$ cat src/rtl/pipe_hazard_ctrl.sv
// Hazard/sequencing controller: 3-entry write scoreboard, RAW stall, branch flush, HALT drain FSM.
// Control outputs are combinational from inputs and state; counters saturate.
module pipe_hazard_ctrl #(
  parameter int         FORWARD = 1,
  parameter logic [5:0] HALT_OP = 6'b010001,
  parameter int         CNT_W   = 16
) (
  input  logic             clk,
  input  logic             rst,
  input  logic             id_valid,
  input  logic [5:0]       id_opcode,
  input  logic [4:0]       id_rs,
  input  logic [4:0]       id_rt,
  input  logic             id_uses_rs,
  input  logic             id_uses_rt,
  input  logic [4:0]       id_dest,
  input  logic             id_writes_reg,
  input  logic             id_is_load,
  input  logic             ex_branch_taken,
  output logic             stall,
  output logic             flush_id,
  output logic             bubble_ex,
  output logic             halted,
  output logic [1:0]       state,
  output logic [CNT_W-1:0] stall_cnt,
  output logic [CNT_W-1:0] flush_cnt
);

  typedef enum logic [1:0] {
    RUN    = 2'd0,
    DRAIN  = 2'd1,
    HALTED = 2'd2
  } state_t;

  typedef struct packed {
    logic       vld;
    logic [4:0] dest;
    logic       is_load;
  } sb_t;

  state_t           state_q, state_d;
  sb_t              sb_ex_q, sb_ex_d;
  sb_t              sb_mem_q, sb_mem_d;
  sb_t              sb_wb_q, sb_wb_d;
  logic [CNT_W-1:0] stall_cnt_q, stall_cnt_d;
  logic [CNT_W-1:0] flush_cnt_q, flush_cnt_d;

  logic run;
  logic hit_ex, hit_mem, hit_wb;
  logic raw_hit;
  logic advance;

  function automatic logic src_hit(input sb_t e, input logic [4:0] rs, input logic [4:0] rt,
                                   input logic use_rs, input logic use_rt);
    return e.vld & ((use_rs & (rs == e.dest)) | (use_rt & (rt == e.dest)));
  endfunction

  always_comb begin
    run     = (state_q == RUN);
    hit_ex  = src_hit(sb_ex_q,  id_rs, id_rt, id_uses_rs, id_uses_rt);
    hit_mem = src_hit(sb_mem_q, id_rs, id_rt, id_uses_rs, id_uses_rt);
    hit_wb  = src_hit(sb_wb_q,  id_rs, id_rt, id_uses_rs, id_uses_rt);

    // With forwarding only a load still in EX cannot supply its result in time.
    if (FORWARD != 0) raw_hit = id_valid & hit_ex & sb_ex_q.is_load;
    else              raw_hit = id_valid & (hit_ex | hit_mem | hit_wb);

    flush_id  = ex_branch_taken & run;
    stall     = (raw_hit & ~ex_branch_taken) | ~run;
    bubble_ex = flush_id | stall;
    halted    = (state_q == HALTED);
    state     = state_q;
    stall_cnt = stall_cnt_q;
    flush_cnt = flush_cnt_q;
    advance   = id_valid & ~stall & ~flush_id & run;
  end

  always_comb begin
    sb_ex_d  = '0;
    sb_mem_d = sb_ex_q;
    sb_wb_d  = sb_mem_q;
    if (advance && id_writes_reg && (id_dest != 5'd0)) begin
      sb_ex_d = '{vld: 1'b1, dest: id_dest, is_load: id_is_load};
    end

    state_d = state_q;
    case (state_q)
      RUN: begin
        if (id_valid && (id_opcode == HALT_OP) && !stall && !ex_branch_taken) state_d = DRAIN;
      end
      DRAIN: begin
        if (!(sb_ex_q.vld || sb_mem_q.vld || sb_wb_q.vld)) state_d = HALTED;
      end
      HALTED:  state_d = HALTED;
      default: state_d = RUN;
    endcase

    stall_cnt_d = stall_cnt_q;
    if (stall && run && (stall_cnt_q != '1)) stall_cnt_d = stall_cnt_q + CNT_W'(1);
    flush_cnt_d = flush_cnt_q;
    if (flush_id && (flush_cnt_q != '1)) flush_cnt_d = flush_cnt_q + CNT_W'(1);
  end

  always_ff @(posedge clk or posedge rst) begin
    if (rst) begin
      state_q     <= RUN;
      sb_ex_q     <= '0;
      sb_mem_q    <= '0;
      sb_wb_q     <= '0;
      stall_cnt_q <= '0;
      flush_cnt_q <= '0;
    end else begin
      state_q     <= state_d;
      sb_ex_q     <= sb_ex_d;
      sb_mem_q    <= sb_mem_d;
      sb_wb_q     <= sb_wb_d;
      stall_cnt_q <= stall_cnt_d;
      flush_cnt_q <= flush_cnt_d;
    end
  end

endmodule

$ cat config.mk
export PLATFORM = sky130hd
export DESIGN_NAME = pipe_hazard_ctrl
export DESIGN_NICKNAME = d
export VERILOG_FILES = /design/src/rtl/pipe_hazard_ctrl.sv
export SDC_FILE = /design/constraint.sdc
export NUM_CORES = 1
export LEC_CHECK = 0
export ABC_AREA = 1
export BUFFER_PORTS_ARGS = -buffer_cell sky130_fd_sc_hd__buf_2
export CORE_ASPECT_RATIO = 0.6
export CORE_MARGIN = 2
export CORE_UTILIZATION = 52
export DETAILED_ROUTE_END_ITERATION = 6
export PLACE_DENSITY = 0.79
export SLEW_MARGIN = 5
export SYNTH_ARGS = -nofsm -noshare
export SYNTH_HDL_FRONTEND = slang
export SYNTH_SLANG_ARGS = --single-unit
$ cat constraint.sdc
create_clock -name clk -period 1.9 [get_ports clk]
set_input_delay 0.285 -clock clk [delete_from_list [all_inputs] [get_ports clk]]
set_output_delay 0.285 -clock clk [all_outputs]
set_load 0.03 [all_outputs]
After elaboration in Yosys (flattened, before gate mapping)
Cells that the tools add are included.
{"block": "word_totals", "out_inout_bits": 38, "reg_bits": 43, "in_bits": 29}
{"block": "classes", "mux": 4, "eq_ne": 9, "n_bitwise": 17, "addsub": 2, "n_reduce_logical": 15}
{"cell": "$add A16 B1 Y16 const B", "count": 2}
{"cell": "$ne A16 B16 Y1 const B", "count": 2}
{"cell": "$and A1 B1 Y1", "count": 10}
{"cell": "$eq A5 B5 Y1", "count": 2}
{"cell": "$logic_and A1 B1 Y1", "count": 8}
{"cell": "$mux W7", "count": 1}
{"cell": "$eq A6 B5 Y1 const B", "count": 1}
{"cell": "$pmux W2 S3", "count": 1}
{"cell": "$reduce_bool A5 Y1", "count": 1}
{"cell": "$mux W2", "count": 2}
{"cell": "$not A1 Y1", "count": 4}
{"cell": "$or A1 B1 Y1", "count": 3}
{"cell": "$eq A2 B1 Y1 const B", "count": 1}
{"cell": "$eq A2 B2 Y1 const B", "count": 1}
{"cell": "$logic_not A1 Y1", "count": 2}
{"cell": "$logic_not A2 Y1", "count": 1}
{"cell": "$logic_or A1 B1 Y1", "count": 2}
{"cell": "$ne A2 B1 Y1 const B", "count": 1}
{"cell": "$ne A2 B2 Y1 const B", "count": 1}
{"cell": "$reduce_and A2 Y1", "count": 1}

Longest topological paths before layout
{"block": "depth", "ltp_word": 15, "mapped_depth": 12, "mapped_depth_nobuf": 12}

Least setup slack after synthesis
OpenSTA, ideal clock, no wires.
{"block": "synth_path", "path_kind": "reg-to-reg", "from": "register state_q[0], in the netlist state[0]", "to": "register flush_cnt_q[14], in the netlist flush_cnt[14]", "path_buffers": 0, "arrival_ns": 1.807, "path_slack_ns": -0.042, "required_time_ns": 1.766, "path_stages_with_launch": 11, "path_cell_list": "dfrtp_1 inv_1 ha_1 nand2_1 inv_1 nand2_1 nand2_2 inv_1 nor2_1 nand2_1 xnor2_1"}
{"block": "synth_via", "elab_chain_cells": 3}
{"item": "start: declaration", "line": "41", "source": "state_t state_q, state_d;"}
{"item": "start signal: assignment", "line": "113", "source": "state_q <= state_d;"}
{"item": "$logic_not A2 Y1", "line": "59", "source": "run = (state_q == RUN);"}
{"item": "$and A1 B1 Y1", "line": "68", "source": "flush_id = ex_branch_taken & run;"}
{"item": "net flush_id", "line": "21", "source": "output logic flush_id,"}
{"item": "$logic_and A1 B1 Y1", "line": "101", "source": "if (flush_id && (flush_cnt_q != '1)) flush_cnt_d = flush_cnt_q + CNT_W'(1);"}
{"item": "end signal: assignment", "line": "118", "source": "flush_cnt_q <= flush_cnt_d;"}
{"item": "end: declaration", "line": "46", "source": "logic [CNT_W-1:0] flush_cnt_q, flush_cnt_d;"}
The timed path passes the listed nets, and every way through them passes these cells.
A chain may end at the register's enable or synchronous reset.

Worst setup path in the final report
{"block": "layout_path", "from": "register sb_ex_q[5] (netlist bit)", "to": "output port stall"}
{"block": "layout_via", "elab_chain_cells": 8, "word_cells_on_any_way": 10}
{"item": "start: declaration", "line": "42", "source": "sb_t sb_ex_q, sb_ex_d;"}
{"item": "start signal: assignment", "line": "107", "source": "sb_ex_q <= '0;"}
{"item": "start signal: assignment", "line": "114", "source": "sb_ex_q <= sb_ex_d;"}
{"item": "$eq A5 B5 Y1", "line": "55", "source": "return e.vld & ((use_rs & (rs == e.dest)) | (use_rt & (rt == e.dest)));"}
{"item": "$and A1 B1 Y1", "line": "55"}
{"item": "$or A1 B1 Y1 *", "line": "55"}
{"item": "$and A1 B1 Y1 *", "line": "55"}
{"item": "$and A1 B1 Y1 * (2 in a row)", "line": "65", "source": "if (FORWARD != 0) raw_hit = id_valid & hit_ex & sb_ex_q.is_load;"}
{"item": "$and A1 B1 Y1 *", "line": "69", "source": "stall = (raw_hit & ~ex_branch_taken) | ~run;"}
{"item": "$or A1 B1 Y1 *", "line": "69"}
{"item": "end: declaration", "line": "20", "source": "output logic stall,"}
Every way passes the cells marked *; elsewhere a longest branch is shown, timed or not.

==> results list <==
* Worst-path cell with the longest stage delay: sky130_fd_sc_hd__dfrtp_1
- CP Launch Type: flop
- After global routing the overflow that remains totals 0.
- Antenna cells: 0
- Number of flip-flops and latches in the synthesized netlist: 43
* Time the final worst path needs with I/O delays and setup: roughly 1.8 ns
- In this run the clock root is driven by a sky130_fd_sc_hd__clkbuf_8.
- After detailed routing, the number of vias per cell comes to between 4 and 5.
- Switching share of total power: between 40% and 50%
- Max-slew violations: 0
- Delay contributed by the slowest stage of the critical path: approximately 0.4 ns
* Combinational group share of total power: between 30 and 40%
- The initial utilization of the core area, before any placement, comes to a little over half.
- Detailed Place HPWL: about 4.0 mm
- Antenna violations before repair: 0
- WS Path Type: reg2out
- The clock reaches the later pin of the worst-skew pair after about 0.29 ns.
* Post-synthesis net count: roughly 350
- Ratio of total power to cell area: between 900 and 1000 mW/mm^2
- The total area inside the core boundary comes to around 0.0045 mm^2.
- CTS built an H-tree with a depth of 2.
* Vias in the first global route: 2,033
* Layout overhead on the synthesized area: 22.7%
- Ratio of cells with drive above 1 in the final layout: around a quarter
- The worst pin sits at a relative slew slack of about 64%.
- Count of nets after finishing: between 400 and 500
* Timing-limited maximum frequency: roughly 550 MHz
* Final-layout setup total negative slack: 0 ns
* Crit share post-route: a little over nine tenths
- Part of the total power dissipated in sequential elements: between 40% and 50%
- Aggregate routed wire length: 5.12 mm
- Sequential cell area fraction in the yosys report: ~45%
- Post-synthesis area per instance: approximately 8 um^2
- Slew @ Worst Pin: between 0.5 and 0.6 ns
- Worst setup timing slack at the placement stage: between 0.1 and 0.15 ns
- Cells along the critical path: nand2_1 -> nand2_1 -> nor2_1 -> nand3_1 -> nand2_2 -> nand2_1 -> nand2_1 -> buf_4
- Cell-internal power: approximately 1.7 mW
* Critical Path RT: around 1.6 ns
* Netlist cell types: 25
* Overall fraction of global-route tracks in use: about a fifth
- For this run, the number of Yosys warnings is 0.
* CTS tree: yes
* Net Sw Power: about 1.2 mW
- Total via count after detailed routing: around 2,100
- The first global-routing pass estimated just under 9 mm of wire.
- Counting both buffers and inverters, the worst setup path holds a total of 1.
- Most frequent cell on the critical path: sky130_fd_sc_hd__nand2_1
- STA classifies the critical path endpoint as an output port.
- Cell Area, Placed: 0.00283 mm^2
- Synthesis handed over a netlist of 310 instances.
- Remaining routing DRC violations: 0
- The first TritonRoute pass finished after 4 iterations.
- Chip Width: roughly 92 um
- Final setup violating endpoints: 0
- The clock passes through at most 2 buffers.
- After clock tree synthesis, the clock-pin slew on the worst setup and hold paths is 0.08 ns.
* Initial drt markers: 65
- Min-delay worst type: in2async
- Measured along the y axis, the die boundary spans about 57 um.
- The die covers 0.00523 mm^2.
- Inserted Clock Buffers: 5
* Detailed-route wire length per cell: 11.4 um
- Final setup skew: approximately 0.0033 ns
* Largest driver fanout on the critical path: 3
- Post-route cell area: about 0.003 mm^2
- After synthesis the cells add up to between 0.002 and 0.0025 mm^2.
- Leaving out fill and tap cells, the most frequent cell in the layout is sky130_fd_sc_hd__nand2_1.
* Worst Slack Setup Final: 0.0919 ns
- I/O pin total: 67
* Maximum number of pins on one net before global-route repair: 44
- Commonest cells after routing, fill and taps aside: sky130_fd_sc_hd__nand2_1 (83), sky130_fd_sc_hd__buf_2 (64), sky130_fd_sc_hd__inv_1 (50), sky130_fd_sc_hd__dfrtp_1 (43), sky130_fd_sc_hd__nor2_1 (42)
- Routability Congestion: about 0.85
- Input and output buffers added on the ports amount to 66.
- Arrival time of the worst setup path: 1.52 ns
- Clock net sink count: 43
* Portion of total power attributed to the clock network: roughly 20%
- Number of hold violations in the final report: 0
* Count of standard-cell rows: 19
- The count of nets left with antenna violations once routing finished came out at 0.
- Among cell families on the critical path, the largest total delay comes from simple AND/OR/NAND/NOR gates.
- Number of max-capacitance violations reported: 0
- The flow ran to the end, and the final reports show no timing, DRC or antenna violations.
- Leakage: between 1.5 and 2 nW
* CTS hold repair buffers: 0
- IR analysis of the VDD net gives a maximum drop of around 830 uV.
-- what timing repair did --
action / 4_1_cts / 5_1_grt
gates resized for setup: 2 / 5
pin swaps: 0 / 2
setup endpoints to repair: 2 / 14
cloned: 0 / 0
setup buffers: 0 / 3
-- power groups by stage --
stage / Combinational, mW / Clock, mW / Sequential, mW
floorplan: 0.580 / 0 / 1.39
global placement: 1.05 / 0 / 1.19
detailed placement: 1.08 / 0 / 1.20
CTS: 1.11 / 0.597 / 1.18
global route: 1.25 / 0.634 / 1.20
finish: 1.14 / 0.581 / 1.18
-- flip-flops by register name, summed over array words and instances (netlist names) --
name / flops
sb_ex_q: 7
state: 2
flush_cnt: 16
stall_cnt: 16
sb_wb_q: 1
sb_mem_q: 1
-- cell usage after synthesis --
| library cell | number | area share [%] |
|---|---|---|
| sky130_fd_sc_hd__buf_6 | 1 | 0.47 |
| sky130_fd_sc_hd__dfrtp_1 | 43 | 45 |
| sky130_fd_sc_hd__ha_1 | 6 | 3.1 |
| sky130_fd_sc_hd__inv_1 | 51 | 7.9 |
| sky130_fd_sc_hd__inv_2 | 2 | 0.31 |
| sky130_fd_sc_hd__mux2_2 | 1 | 0.47 |
| sky130_fd_sc_hd__nand2_1 | 83 | 13 |
| sky130_fd_sc_hd__nand2_2 | 5 | 1.3 |
| sky130_fd_sc_hd__nand3_1 | 18 | 3.7 |
| sky130_fd_sc_hd__nand3_4 | 1 | 0.72 |
| sky130_fd_sc_hd__nand3b_1 | 3 | 0.93 |
| sky130_fd_sc_hd__nand4_1 | 9 | 2.3 |
| sky130_fd_sc_hd__nor2_1 | 45 | 7.0 |
| sky130_fd_sc_hd__nor2_2 | 2 | 0.52 |
| sky130_fd_sc_hd__nor2_4 | 1 | 0.47 |
| sky130_fd_sc_hd__nor3_1 | 4 | 0.83 |
| sky130_fd_sc_hd__nor3_2 | 1 | 0.41 |
| sky130_fd_sc_hd__nor3_4 | 1 | 0.67 |
| sky130_fd_sc_hd__nor3b_1 | 2 | 0.62 |
| sky130_fd_sc_hd__nor4_1 | 1 | 0.26 |
| sky130_fd_sc_hd__nor4_4 | 1 | 0.88 |
| sky130_fd_sc_hd__o21ai_0 | 5 | 1.0 |
| sky130_fd_sc_hd__o31ai_1 | 1 | 0.31 |
| sky130_fd_sc_hd__xnor2_1 | 4 | 1.4 |
| sky130_fd_sc_hd__xor2_1 | 19 | 6.9 |
-- final timing paths --
check	cells past startpoint	from	slack (ns)	to
setup / recovery	8	sb_ex_q[5]$_DFF_PP0_	0.09	stall
hold / removal	3	rst	0.12	stall_cnt[11]$_DFFE_PP0P_
setup reg to reg	11	stall_cnt[1]$_DFFE_PP0P_	0.16	stall_cnt[15]$_DFFE_PP0P_
hold reg to reg	0	sb_mem_q[6]$_DFF_PP0_	0.39	sb_wb_q[6]$_DFF_PP0_
max in group asynchronous	3	rst	1.42	sb_ex_q[6]$_DFF_PP0_
min in group clk	3	id_dest[2]	0.21	sb_ex_q[3]$_DFF_PP0_
-- stage by stage --
| stage | hold slack [ns] | power (mW) | util [%] | std cells |
|---|---|---|---|---|
| final | 0.118 | 2.90 | 65.7 | 450 |
| after global routing | 0.188 | 3.09 | 65.7 | 450 |
| after CTS | 0.142 | 2.88 | 64.7 | 447 |
| after detailed placement | 0.368 | 2.28 | 62.7 | 440 |
| after global placement | 0.366 | 2.24 | 62.7 | 440 |
| after floorplan | 0.356 | 1.97 | - | 310 |
-- layer usage --
metal | GRT usage (%) | share of wire (%)
met1 | 30.0 | 50
met2 | 33.7 | 45
met5 | 0 | 0
met3 | 4.43 | 4.7
met4 | 4.26 | 0.57
-- area by class of cell --
type                            count  area (um^2)
Sequential cell                    43         1080
Tap cell                           63         78.8
Clock inverter                      1         5.00
Inverter                           53          199
Fill cell                         416         1550
Multi-Input combinational cell    213         1150
Clock buffer                        6         82.6
Timing Repair Buffer               71          373
-- logic make-up after synthesis --
family,after synthesis,synth area share (%)
buffers and inverters,54,8.70
XOR/XNOR,23,8.33
AO/OA/AOI/OAI,6,1.35
multiplexers,1,0.466
flip-flops,43,44.5
adder cells (fa/ha/maj),6,3.11
AND/OR/NAND/NOR,177,33.5
-- worst register-to-register path: cells and delay by family (launching register included) --
kind | cells | cell delay, ns
flip-flops | 1 | 0.42
adder cells (fa/ha/maj) | 1 | 0.21
AND/OR/NAND/NOR | 10 | 1.01
(Power assumes the default switching activity.)
